<file path="src/rtl/mips16_alu_pkg.sv">
// Shared definitions for the MIPS-16b ALU arithmetic path: state codes,
// operation codes and the default datapath width.
package mips16_alu_pkg;

  localparam int DATA_W = 16;

  typedef logic [1:0] state_t;

  localparam state_t S_IDLE = 2'd0;
  localparam state_t S_RUN  = 2'd1;
  localparam state_t S_DONE = 2'd2;

  localparam logic ALU_OP_ADD = 1'b0;
  localparam logic ALU_OP_SUB = 1'b1;

endpackage

</file>
<file path="src/rtl/serial_add_sub_full_add_sub.sv">
// One-bit add/subtract cell: i_sub inverts B so that a subtract becomes
// A + ~B + cin, with the caller seeding cin = 1 on the LSB.
module Full_Add_Sub (
  input  logic i_a,
  input  logic i_b,
  input  logic i_sub,
  input  logic i_cin,
  output logic o_s,
  output logic o_c
);

  logic w_b_eff;
  logic w_p;

  assign w_b_eff = i_b ^ i_sub;
  assign w_p     = i_a ^ w_b_eff;
  assign o_s     = w_p ^ i_cin;
  assign o_c     = (i_a & w_b_eff) | (i_cin & w_p);

endmodule

</file>
<file path="src/rtl/serial_add_sub.sv">
// Bit-serial WIDTH-bit add/subtract, LSB first through a single cell.
// Optional overflow/zero flags are built only when SERIAL_ADD_SUB_FLAGS_EN is defined.
module serial_add_sub
  import mips16_alu_pkg::*;
#(
  parameter int WIDTH = DATA_W
) (
  input  logic             clk,
  input  logic             rst_n,
  input  logic             start,
  input  logic             op_sub,
  input  logic [WIDTH-1:0] a,
  input  logic [WIDTH-1:0] b,
  output logic             busy,
  output logic             done,
  output logic [WIDTH-1:0] result,
  output logic             cout,
  output logic             overflow,
  output logic             zero
);

  localparam int CNT_W = $clog2(WIDTH);

  state_t             r_state;
  logic [WIDTH-1:0]   r_a_sh;
  logic [WIDTH-1:0]   r_b_sh;
  logic [WIDTH-1:0]   r_result;
  logic               r_carry;
  logic               r_sub;
  logic               r_cout;
  logic [CNT_W-1:0]   r_bit_cnt;

  logic               w_s;
  logic               w_c;
  logic               w_last;
  logic               w_accept;
  logic [WIDTH-1:0]   w_result_next;

  Full_Add_Sub u_cell (
    .i_a   (r_a_sh[0]),
    .i_b   (r_b_sh[0]),
    .i_sub (r_sub),
    .i_cin (r_carry),
    .o_s   (w_s),
    .o_c   (w_c)
  );

  assign w_last        = (r_bit_cnt == CNT_W'(WIDTH - 1));
  assign w_accept      = (r_state == S_IDLE) && start;
  assign w_result_next = {w_s, r_result[WIDTH-1:1]};

  always_ff @(posedge clk or negedge rst_n) begin
    if (!rst_n) begin
      r_state   <= S_IDLE;
      r_a_sh    <= '0;
      r_b_sh    <= '0;
      r_result  <= '0;
      r_carry   <= 1'b0;
      r_sub     <= 1'b0;
      r_cout    <= 1'b0;
      r_bit_cnt <= '0;
    end else begin
      case (r_state)
        S_IDLE: begin
          if (start) begin
            r_a_sh    <= a;
            r_b_sh    <= b;
            r_carry   <= op_sub;
            r_sub     <= op_sub;
            r_bit_cnt <= '0;
            r_result  <= '0;
            r_cout    <= 1'b0;
            r_state   <= S_RUN;
          end
        end
        S_RUN: begin
          r_result <= w_result_next;
          r_a_sh   <= {1'b0, r_a_sh[WIDTH-1:1]};
          r_b_sh   <= {1'b0, r_b_sh[WIDTH-1:1]};
          r_carry  <= w_c;
          if (w_last) begin
            r_cout  <= w_c;
            r_state <= S_DONE;
          end else begin
            r_bit_cnt <= r_bit_cnt + 1'b1;
          end
        end
        S_DONE: r_state <= S_IDLE;
        default: r_state <= S_IDLE;
      endcase
    end
  end

`ifdef SERIAL_ADD_SUB_FLAGS_EN
  logic r_overflow;
  logic r_zero;

  // On the MSB step r_carry is the carry into the sign bit, w_c the carry out.
  always_ff @(posedge clk or negedge rst_n) begin
    if (!rst_n) begin
      r_overflow <= 1'b0;
      r_zero     <= 1'b0;
    end else if (w_accept) begin
      r_overflow <= 1'b0;
      r_zero     <= 1'b0;
    end else if ((r_state == S_RUN) && w_last) begin
      r_overflow <= r_carry ^ w_c;
      r_zero     <= (w_result_next == '0);
    end
  end

  assign overflow = r_overflow;
  assign zero     = r_zero;
`else
  assign overflow = 1'b0;
  assign zero     = 1'b0;
`endif

  assign busy   = (r_state != S_IDLE);
  assign done   = (r_state == S_DONE);
  assign result = r_result;
  assign cout   = r_cout;

endmodule

</file>
<file path="config.mk">
export PLATFORM = sky130hd
export DESIGN_NAME = serial_add_sub
export DESIGN_NICKNAME = d
export VERILOG_FILES = /design/src/rtl/mips16_alu_pkg.sv /design/src/rtl/serial_add_sub_full_add_sub.sv /design/src/rtl/serial_add_sub.sv
export SDC_FILE = /design/constraint.sdc
export NUM_CORES = 1
export LEC_CHECK = 0
export CORE_MARGIN = 2
export CORE_UTILIZATION = 50
export CTS_CLUSTER_SIZE = 10
export DETAILED_ROUTE_END_ITERATION = 8
export PLACE_DENSITY = 0.78
export SLEW_MARGIN = 20
export SYNTH_ARGS = -nofsm -noshare
export SYNTH_HDL_FRONTEND = slang
export SYNTH_SLANG_ARGS = --single-unit
export TNS_END_PERCENT = 50
</file>
<file path="constraint.sdc">
create_clock -name clk -period 3.4 [get_ports clk]
set_clock_uncertainty 0.15 [all_clocks]
set_input_delay 0.51 -clock clk [delete_from_list [all_inputs] [get_ports clk]]
set_output_delay 0.51 -clock clk [all_outputs]
set_load 0.01 [all_outputs]
</file>
==> results of run 1 <==
worst register-to-register path: stages, from the launching register on:
cell     delay [ns]
dfrtp_1        0.75
nor2b_4        0.74
buf_4          0.38
nand2_1        0.09
mux2i_1        0.13
power groups by stage:
stage	Combinational [mW]	Clock (mW)	Sequential, mW
finish	1.08	0.612	1.21
global route	1.20	0.653	1.24
CTS	1.10	0.621	1.20
detailed placement	1.10	0	1.20
global placement	1.06	0	1.19
floorplan	0.718	0	1.17
cell usage after synthesis:
library cell,count
a21o_1,1
a21oi_1,33
a221o_1,1
a22o_1,17
a22oi_1,31
and2b_1,8
and3_1,1
buf_2,8
buf_4,6
buf_6,1
clkbuf_1,9
conb_1,1
dfrtp_1,57
fa_1,1
ha_1,1
inv_1,2
mux2_1,1
mux2i_1,1
nand2_1,5
nand2b_1,1
nand3_1,6
nor2_1,1
nor2b_1,30
nor3b_1,1
o21ai_0,33
o21bai_4,1
o311ai_0,1
or2_2,1
xnor2_1,1
xor2_1,1
kinds of logic (layout without fill, tap and decap cells):
logic type	after synthesis	in the layout
buf+inv	26	79
other cells	1	2
compound gates	118	118
flops	57	57
fa+ha+maj	2	2
mux	2	2
simple gates	54	54
xor+xnor	2	2
placed cells by master, fill, tap and decap left out, drive strengths merged:
cell	count
a221o	1
nor3b	1
nand2b	1
a21oi	33
nor2	1
bufinv	1
nand3	6
buf	8
a22oi	31
xnor2	1
conb	2
dfrtp	57
and2b	8
a21o	1
fa	1
o311ai	1
nand2	5
and3	1
clkdlybuf4s50	53
mux2	1
ha	1
inv	2
nor2b	30
a22o	17
xor2	1
clkbuf	13
mux2i	1
clkinv	2
or2	1
o21ai	33
o21bai	1
routing by layer:
| layer | GRT usage | vias to the layer above | share of wire |
|---|---|---|---|
| met1 | 0.276 | 1071 | 0.47 |
| met4 | 0.0857 | 0 | 0.0066 |
| met2 | 0.333 | 42 | 0.49 |
| met5 | 0 | - | 0 |
| li1 | - | 1048 | - |
| met3 | 0.0419 | 4 | 0.039 |
how the worst max path moves through the flow:
| stage | cells past startpoint | from | endpoint | slack, ns |
|---|---|---|---|---|
| 2_1_floorplan | 3 | r_state[1]$_DFFE_PN0P_ | busy | 1.74 |
| 3_3_place_gp | 5 | start | r_bit_cnt[2]$_DFFE_PN0P_ | 0.91 |
| 3_5_place_dp | 5 | start | r_bit_cnt[2]$_DFFE_PN0P_ | 0.88 |
| 4_1_cts | 3 | r_state[1]$_DFFE_PN0P_ | busy | 0.87 |
| 5_1_grt | 3 | r_state[1]$_DFFE_PN0P_ | busy | 0.81 |
| 6_report | 3 | r_state[1]$_DFFE_PN0P_ | busy | 0.88 |
state kept, by name, indices dropped and copies added, names as in the netlist:
signal and flops:
r_a_sh 16, r_sub 1, r_b_sh 16, r_bit_cnt 4, cout 1, result 16
r_state 2, r_carry 1
area by class of cell:
| cell class | instances | area [um^2] | area share |
|---|---|---|---|
| well taps | 70 | 87.6 | 0.0253 |
| clock buffers | 13 | 149 | 0.0429 |
| inverters | 2 | 7.51 | 0.00216 |
| multi-input cells | 180 | 1170 | 0.337 |
| repair buffers | 61 | 588 | 0.170 |
| flip-flops and latches | 57 | 1430 | 0.411 |
| clock inverters | 3 | 40.0 | 0.0115 |
per-stage QoR:
stage	total power [mW]	hold WS [ns]	setup WS [ns]	cell area, um^2	util
after floorplan	1.88	0.0644	1.74	2730	-
after global placement	2.25	0.336	0.910	3280	0.634
after detailed placement	2.30	0.345	0.877	3280	0.634
after CTS	2.92	0.0574	0.865	3470	0.671
after global routing	3.09	0.107	0.805	3470	0.671
final	2.90	0.0419	0.875	3470	0.671
==> results.md, run 1 <==
- Fin. Hold Viols: 0
- Residual DRC: 0
- Slew HR: 0.526
- Worst min path class: input pin to asynchronous set/reset pin
- R2r endpoint: r_bit_cnt[1]$_DFFE_PN0P_
- Clock power share: 0.211
- Post-route ant nets: 0
- Switch share: 0.351
- Cells after synthesis: 262
- Die Wd: 77.8 um
- Min cycle time layout: 2.52 ns
- CP delay by family, top: buffers and inverters
- Leak pwr: 1.50 nW
- Area share of the leading cell type in the synthesized netlist: 0.524
- Routed WL: 6050 um
- Clk_lat worst skew: 0.32 ns
- Cell Pwr Density: 836 nW/um^2
- Wire length per cell: 15.7 um
- Setup TNS: 0 ns
- First-pass GRT wire length: 9960 um
- Status: complete, no violations
- Vias in the first global route: 2123
- Resized Gates After CTS: 0
- CTS tree: done
- Inst Count DP: 370
- Worst-path maximum fanout: 13
- Layout Cells excl Fill: 386
- Reg-to-reg slack, setup: 1.11 ns
- Layout cells sized above 1: 0.0759
- Library cells used by synthesis: 30
- Dpl hpwl: 3930 um
- Simple-gate area share of the yosys netlist: 0.120
- Area contributors post-synth: dfrtp_1 52%, a22oi_1 8.5%, nor2b_1 6.9%
- Layout fillers: 411
- Slowest CP cell: dfrtp_1
- CP max stage delay: 0.54 ns
- Post-CTS Setup Bufs: 0
- Total gr overflow: 0
- Xor/xnor cell area share of the yosys netlist: 0.00643
- FF-to-FF Start: r_state[0]$_DFFE_PN0P_
- Worst-Margin Slew: 0.710 ns
- Fmax: 396 MHz
- Cts bufs inserted: 9
- Biggest area consumer among synthesized cells: dfrtp_1
- Clock root buffer: clkbuf_8
- Initial core utilization: 0.526
- Post-synthesis compound-gate area fraction: 0.278
- Mean Syn Cell Area: 10.4 um^2
- Switching pwr: 1.02 mW
- Seq/Total Area, Yosys: 0.524
- Cts hold-fix bufs: 0
- Critical path class: flip-flop to output port
- Diode count: 0
- Routability congestion estimate: 0.728
- Num ports: 57
- P_int: 1.88 mW
- R2r worst-path depth: 4
- WP buf/inv: 2
- Final setup fails: 0
- Drt first pass iters: 4
- Final Net Count: 349
- RSZ-0062 raised after global routing: false
- CTS H-tree depth: 3
- FP Rows: 26
- Crit-path cells: buf_4 -> or2_2 -> clkdlybuf4s50_1
- Worst VDD drop: 497 uV
- Mapped cell area: 2720 um^2
- Combinational Power Share: 0.373
- Arrival @ worst endpoint: 1.86 ns
- Die Span Y: 77.8 um
- P&R area growth vs syn: 27.4%
- Seq pwr share: 0.416
- # clock sinks: 57
- Period Utilization, post-route: 0.743
- DR vias: 2165
- Post-synthesis adder-cell area fraction: 0.0119
- Detailed Route Iter0 Violations: 154
- Core area: 5170 um^2
- Multiplexer share of the synthesized area: 0.00781
- Via/cell ratio: 5.61
- WP data required: 2.74 ns
- Clk buf depth: 2
- Total track usage: 0.208
- Die area: 6050 um^2
- Largest net degree at the start of global routing: 32
- Max Slew Vio Count: 0
- Critical Path Source Type: flip-flop
- Antenna violations before repair: 0
- Largest family of logic cells by synthesized area: compound AO/OA/AOI/OAI gates
- Yosys warnings: 0
- PortBufs: 54
- Setup crit end kind: output port
- Worst-path clk slew: 0.07 ns
- Max cap viols: 0
- Seq cells post-synth: 57
No activity file was read; power rests on OpenSTA's default activity.
==> run 2: changes to the inputs <==
==> constraint.sdc (replaced) <==
create_clock -name clk -period 2.64 [get_ports clk]
set_clock_uncertainty 0.15 [all_clocks]
set_input_delay 0.396 -clock clk [delete_from_list [all_inputs] [get_ports clk]]
set_output_delay 0.396 -clock clk [all_outputs]
set_load 0.01 [all_outputs]
==> run 2 against run 1 <==
  * Final area increased by 2.1%
  * Count of clock-buffer cells in the layout up 1
  * Register-to-register slack worse by 0.49 ns
  * Non-clock buffer count grew 5
  * Critical path depth down 1
  * Cell count increased by 1.3%
  * First-iteration DRC count down 2.6%
  * Critical path type unchanged
==> results.md, run 2 (synthesis gave the netlist of run 1 again) <==
- Max cap viols: 0 (unchanged)
- Resized Gates After CTS: 0 (unchanged)
- Cell area after placement: 3320 um^2 (was 3280 um^2)
- DR vias: 2216 (was 2165)
- Clock root buffer: clkbuf_8 (unchanged)
- Wire length per cell: 15.4 um (was 15.7 um)
- Layout cells sized above 1: 0.0903 (was 0.0759)
- Worst VDD drop: 851 uV (was 497 uV)
- Antenna violations before repair: 0 (unchanged)
- Setup crit end kind: output port (unchanged)
- Vias in the first global route: 2168 (was 2123)
- Cell Pwr Density: 1080 nW/um^2 (was 836 nW/um^2)
- Num ports: 57 (unchanged)
- Core area: 5170 um^2 (unchanged)
- Final setup fails: 0 (unchanged)
- PortBufs: 54 (unchanged)
- Layout fillers: 406 (was 411)
- Most common cell after layout, fill and taps aside: dfrtp_1 (unchanged)
- Drt first pass iters: 5 (was 4)
- Cts bufs inserted: 9 (unchanged)
- Routability congestion estimate: 0.734 (was 0.728)
- Worst-path maximum fanout: 11 (was 13)
- Leak pwr: 1.53 nW (was 1.50 nW)
- Dpl hpwl: 4040 um (was 3930 um)
- Tot Pwr: 3.82 mW (was 2.90 mW)
- Hold slack: 0.349 ns (was 0.0419 ns)
- Residual DRC: 0 (unchanged)
- Largest net degree at the start of global routing: 30 (was 32)
- Initial core utilization: 0.526 (unchanged)
- Critical Path Source Type: flip-flop (unchanged)
- Max Slew Vio Count: 0 (unchanged)
- Critical path class: flip-flop to output port (unchanged)
- Detailed Route Iter0 Violations: 150 (was 154)
- Period Utilization, post-route: 0.832
- Commonest non-fill, non-tap cells in the layout: 57 x dfrtp_1, 53 x clkdlybuf4s50_1, 33 x a21oi_1, 33 x o21ai_0, 31 x a22oi_1 (unchanged)
- Min cycle time layout: 2.20 ns
- P&R area growth vs syn: 30.0% (was 27.4%)
- Arrival @ worst endpoint: 1.65 ns (was 1.86 ns)
- CTS tree: done (unchanged)
- Crit-path cells: or2_2 -> clkdlybuf4s50_1 (was buf_4 -> or2_2 -> clkdlybuf4s50_1)
- Fmax: 455 MHz
- Clk buf depth: 2 (unchanged)
- Routed WL: 6030 um (was 6050 um)
- Fin. Hold Viols: 0 (unchanged)
- WP data required: 2.09 ns (was 2.74 ns)
- Place WS: 0.607 ns (was 0.877 ns)
- Post-route ant nets: 0 (unchanged)
- Diode count: 0 (unchanged)
- Final Net Count: 354 (was 349)
- Die Wd: 77.8 um (unchanged)
- Worst-path clk slew: 0.06 ns (was 0.07 ns)
- Status: complete, no violations (unchanged)
- Clk_lat worst skew: 0.34 ns (was 0.32 ns)
- RSZ-0062 raised after global routing: false (unchanged)
- CP max stage delay: 0.50 ns (was 0.54 ns)
- Final instance area: 3540 um^2 (was 3470 um^2)
- # clock sinks: 57 (unchanged)
- Total track usage: 0.216 (was 0.208)
- Slew HR: 0.545 (was 0.526)
- CTS H-tree depth: 3 (unchanged)
- Die area: 6050 um^2 (unchanged)
- Setup TNS: 0 ns (unchanged)
- Worst-Margin Slew: 0.682 ns (was 0.710 ns)
- PnR worst setup slack: 0.444 ns (was 0.875 ns)
- Via/cell ratio: 5.67 (was 5.61)
- FP Rows: 26 (unchanged)
- First-pass GRT wire length: 10200 um (was 9960 um)
- Worst min path class: flip-flop to flip-flop (was input pin to asynchronous set/reset pin)
- Slowest CP cell: dfrtp_1 (unchanged)
- Die Span Y: 77.8 um (unchanged)
- Total gr overflow: 0 (unchanged)
[run 2: cell types whose count changed in the layout (fill, tap and decap cells not counted)]
cell | previous run | this run
buf_12 | 0 | 1
dlygate4sd3_1 | 0 | 1
clkbuf_1 | 3 | 2
buf_4 | 7 | 10
clkbuf_8 | 10 | 12
clkinv_2 | 2 | 1
[run 2: timing repair]
| action | CTS | global route |
|---|---|---|
| hold buffers | 1 | 0 |
| setup endpoints to repair | 0 | 0 |
| setup buffers | 0 | 0 |
| hold endpoints to repair | 28 | 0 |
[run 2: final cells by class]
class | count | area [um^2] | area share
clock inverter | 2 | 35.0 | 0.00990
tap | 70 | 87.6 | 0.0247
multi-input combinational | 180 | 1170 | 0.331
sequential | 57 | 1430 | 0.403
timing repair buffer | 66 | 641 | 0.181
clock buffer | 14 | 173 | 0.0488
inverter | 2 | 7.51 | 0.00212
[run 2: worst max-delay path, delay by kind of cell (launching register included)]
| family | cells | cell delay, ns |
|---|---|---|
| flip-flops | 1 | 0.50 |
| buffers and inverters | 1 | 0.48 |
| AND/OR/NAND/NOR | 1 | 0.33 |
[run 2: metal layers]
layer | track usage | up-vias | wire length [um]
li1 | - | 1060 | -
met4 | 0.116 | 0 | 165
met3 | 0.0430 | 16 | 256
met5 | 0 | - | 0
met2 | 0.317 | 54 | 2840
met1 | 0.302 | 1086 | 2770
[run 2: path summary, 6_finish.rpt]
kind                                        start  slack, ns                      to  cells past startpoint
min in group asynchronous                   rst_n       0.50   result[0]$_DFFE_PN0P_                      2
min                        r_a_sh[15]$_DFFE_PN0P_       0.35  r_a_sh[15]$_DFFE_PN0P_                      2
max                        r_state[1]$_DFFE_PN0P_       0.44                    busy                      2
max in group asynchronous                   rst_n       1.26   r_a_sh[6]$_DFFE_PN0P_                      3
min reg2reg                r_a_sh[15]$_DFFE_PN0P_       0.35  r_a_sh[15]$_DFFE_PN0P_                      2
max reg2reg                r_state[0]$_DFFE_PN0P_       0.62   r_a_sh[1]$_DFFE_PN0P_                      5
[run 2: where the power goes]
| part | total, mW | switching [mW] | internal [mW] | leakage, nW |
|---|---|---|---|---|
| logic | 1.45 | 0.682 | 0.765 | 0.685 |
| registers | 1.52 | 0.294 | 1.23 | 0.743 |
| clock network | 0.846 | 0.334 | 0.512 | 0.107 |
| total | 3.82 | 1.31 | 2.51 | 1.53 |
[run 2: stage by stage]
stage,util,std cells
5_1_grt,0.684,391
3_5_place_dp,0.642,374
4_1_cts,0.684,391
3_3_place_gp,0.642,374
2_1_floorplan,-,263
6_report,0.684,391
==> run 3: changes to the inputs <==
--- a/config.mk
+++ b/config.mk
@@ -6,10 +6,10 @@
 export NUM_CORES = 1
 export LEC_CHECK = 0
 export CORE_MARGIN = 2
-export CORE_UTILIZATION = 50
+export CORE_UTILIZATION = 46
 export CTS_CLUSTER_SIZE = 10
 export DETAILED_ROUTE_END_ITERATION = 8
-export PLACE_DENSITY = 0.78
+export PLACE_DENSITY = 0.76
 export SLEW_MARGIN = 20
 export SYNTH_ARGS = -nofsm -noshare
 export SYNTH_HDL_FRONTEND = slang
==> constraint.sdc (replaced) <==
create_clock -name clk -period 1.9 [get_ports clk]
set_clock_uncertainty 0.15 [all_clocks]
set_input_delay 0.285 -clock clk [delete_from_list [all_inputs] [get_ports clk]]
set_output_delay 0.285 -clock clk [all_outputs]
set_load 0.01 [all_outputs]
==> run 3 against run 2 <==
  * Worst setup slack lost 0.31 ns
  * Power increased by 38%
  * Worst hold slack worse by 0.18 ns
  * First-iteration DRC count up 51%
  * Clock power up 31%
  * Cell count increased by 2.3%
  * Utilization down 7.1 points
  * Sequential power increased by 37%
  * Flip-flop and latch count did not move
  * Highest routed layer unchanged
  * Sequential share of layout area is 0.33 points lower
  * Largest power group unchanged
  * Combinational power is 42% higher
  * Count of clock-buffer cells in the layout fell by 5
==> results.md, run 3 (synthesis gave the netlist of run 1 again) <==
- Max Slew Vio Count: 0 (unchanged)
- PortBufs: 54 (unchanged)
- Initial core utilization: 0.468 (was 0.526)
- Crit-path cells: or2_2 -> dlygate4sd2_1 (was or2_2 -> clkdlybuf4s50_1)
- First-pass GRT wire length: 9870 um (was 10200 um)
- Worst-path clk slew: 0.07 ns (was 0.06 ns)
- Fmax: 565 MHz
- Clock power share: 0.211 (was 0.222)
- Wire length per cell: 15.1 um (was 15.4 um)
- Largest net degree at the start of global routing: 32 (was 30)
- P_int: 3.39 mW (was 2.51 mW)
- Clk buf depth: 2 (unchanged)
- Area of the multi-input gates: 1170 um^2 (unchanged)
- Most common cell after layout, fill and taps aside: dfrtp_1 (unchanged)
- Setup TNS: 0 ns (unchanged)
- Leak pwr: 1.56 nW (was 1.53 nW)
- WP buf/inv: 1 (unchanged)
- Cts bufs inserted: 9 (unchanged)
- Die Span Y: 80.9 um (was 77.8 um)
- Drt first pass iters: 4 (was 5)
- Register area: 1430 um^2 (unchanged)
- Tot Pwr: 5.26 mW (was 3.82 mW)
- Via/cell ratio: 5.55 (was 5.67)
- CP max stage delay: 0.42 ns (was 0.50 ns)
- Status: complete, no violations (unchanged)
- Switch share: 0.356 (was 0.343)
- Worst VDD drop: 869 uV (was 851 uV)
- Routability congestion estimate: 0.728 (was 0.734)
- Worst-path maximum fanout: 6 (was 11)
- Period Utilization, post-route: 0.931
- CTS H-tree depth: 3 (unchanged)
- Post-route ant nets: 0 (unchanged)
- Die Wd: 80.9 um (was 77.8 um)
- WP data required: 1.46 ns (was 2.09 ns)
- Fin. Hold Viols: 0 (unchanged)
- Num ports: 57 (unchanged)
- Cell area after placement: 3360 um^2 (was 3320 um^2)
- Switching pwr: 1.87 mW (was 1.31 mW)
- Final instance area: 3570 um^2 (was 3540 um^2)
- Min cycle time layout: 1.77 ns
- CP delay by family, top: flip-flops (unchanged)
- Max cap viols: 0 (unchanged)
- CTS tree: done (unchanged)
- Commonest non-fill, non-tap cells in the layout: 57 x dfrtp_1, 51 x clkdlybuf4s50_1, 33 x a21oi_1, 33 x o21ai_0, 31 x a22oi_1 (was 57 x dfrtp_1, 53 x clkdlybuf4s50_1, 33 x a21oi_1, 33 x o21ai_0, 31 x a22oi_1)
- DR vias: 2220 (was 2216)
- Seq pwr share: 0.397 (was 0.399)
- Critical path class: flip-flop to output port (unchanged)
- Final Net Count: 358 (was 354)
- Antenna violations before repair: 0 (unchanged)
- Setup crit end kind: output port (unchanged)
- Slowest CP cell: dfrtp_1 (unchanged)
- Cell Pwr Density: 1470 nW/um^2 (was 1080 nW/um^2)
- Critical Path Source Type: flip-flop (unchanged)
- Worst min path class: input pin to asynchronous set/reset pin (was flip-flop to flip-flop)
- Combinational Power Share: 0.392 (was 0.379)
- Clock root buffer: clkbuf_8 (unchanged)
- Dpl hpwl: 3970 um (was 4040 um)
- Vias in the first global route: 2125 (was 2168)
- Detailed Route Iter0 Violations: 226 (was 150)
- Core area: 5820 um^2 (was 5170 um^2)
- Clk_lat worst skew: 0.33 ns (was 0.34 ns)
- # clock sinks: 57 (unchanged)
- Layout fillers: 490 (was 406)
- Layout cells sized above 1: 0.108 (was 0.0903)
- RSZ-0062 raised after global routing: false (unchanged)
- Routed WL: 6060 um (was 6030 um)
- Total gr overflow: 0 (unchanged)
- Die area: 6550 um^2 (was 6050 um^2)
- Arrival @ worst endpoint: 1.33 ns (was 1.65 ns)
- FP Rows: 28 (was 26)
- Residual DRC: 0 (unchanged)
- Total track usage: 0.196 (was 0.216)
- Final setup fails: 0 (unchanged)
- P&R area growth vs syn: 31.1% (was 30.0%)
- Diode count: 0 (unchanged)
==> run 3: cell types whose count changed in the layout (fill, tap and decap cells not counted), moves of 2 or more <==
cell / before / now
clkbuf_1: 2 / 0
buf_4: 10 / 13
clkinvlp_4: 0 / 3
clkbuf_8: 12 / 9
clkdlybuf4s50_1: 53 / 51
==> run 3: timing repair <==
item                                   in CTS  in global routing
hold buffers                                1                  0
setup endpoints to repair                   1                  3
endpoints found under the hold margin      57                  0
resized for setup                           1                  2
setup buffers                               0                  0
==> run 3: power groups by stage <==
| stage | Combinational [mW] | Sequential [mW] | Clock, mW |
|---|---|---|---|
| 2_1_floorplan | 1.29 | 2.09 | 0 |
| 3_3_place_gp | 2.01 | 2.09 | 0 |
| 3_5_place_dp | 2.06 | 2.10 | 0 |
| 4_1_cts | 2.07 | 2.08 | 1.12 |
| 5_1_grt | 2.27 | 2.15 | 1.18 |
| 6_report | 2.06 | 2.09 | 1.11 |
==> run 3: through the flow <==
stage | std cells | util | worst slack [ns] | hold slack, ns
global placement | 383 | 0.577 | 0.112 | -0.00771
CTS | 400 | 0.613 | 0.00480 | 0.176
detailed placement | 383 | 0.577 | 0.0691 | -0.0134
global route | 400 | 0.614 | 0.0577 | 0.197
finish | 400 | 0.614 | 0.132 | 0.174
floorplan | 263 | - | 0.311 | -0.161
==> run 3: final timing paths <==
check | start | end | cells past startpoint | slack (ns)
worst max-delay path | r_state[0]$_DFFE_PN0P_ | busy | 2 | 0.13
worst min-delay path | rst_n | r_b_sh[5]$_DFFE_PN0P_ | 2 | 0.17
worst max register to register | r_state[1]$_DFFE_PN0P_ | r_a_sh[14]$_DFFE_PN0P_ | 5 | 0.15
worst min register to register | r_sub$_DFFE_PN0P_ | r_sub$_DFFE_PN0P_ | 1 | 0.36
max in group asynchronous | rst_n | r_state[1]$_DFFE_PN0P_ | 3 | 0.97
min in group clk | r_sub$_DFFE_PN0P_ | r_sub$_DFFE_PN0P_ | 1 | 0.36
==> run 3: final cells by class <==
class                   count  share of cell area
clock inverters             7              0.0200
clock buffers               9              0.0347
repair buffers             70               0.189
inverters                   2             0.00210
well taps                  75              0.0263
flip-flops and latches     57               0.400
multi-input cells         180               0.328
==> run 3: routing by layer <==
metal | wire [um] | vias to the layer above | part of all wire | track usage
li1 | - | 1066 | - | -
met1 | 2860 | 1084 | 0.47 | 0.279
met2 | 2800 | 61 | 0.46 | 0.297
met3 | 312 | 9 | 0.052 | 0.0322
met4 | 86 | 0 | 0.014 | 0.0831
met5 | 0 | - | 0 | 0
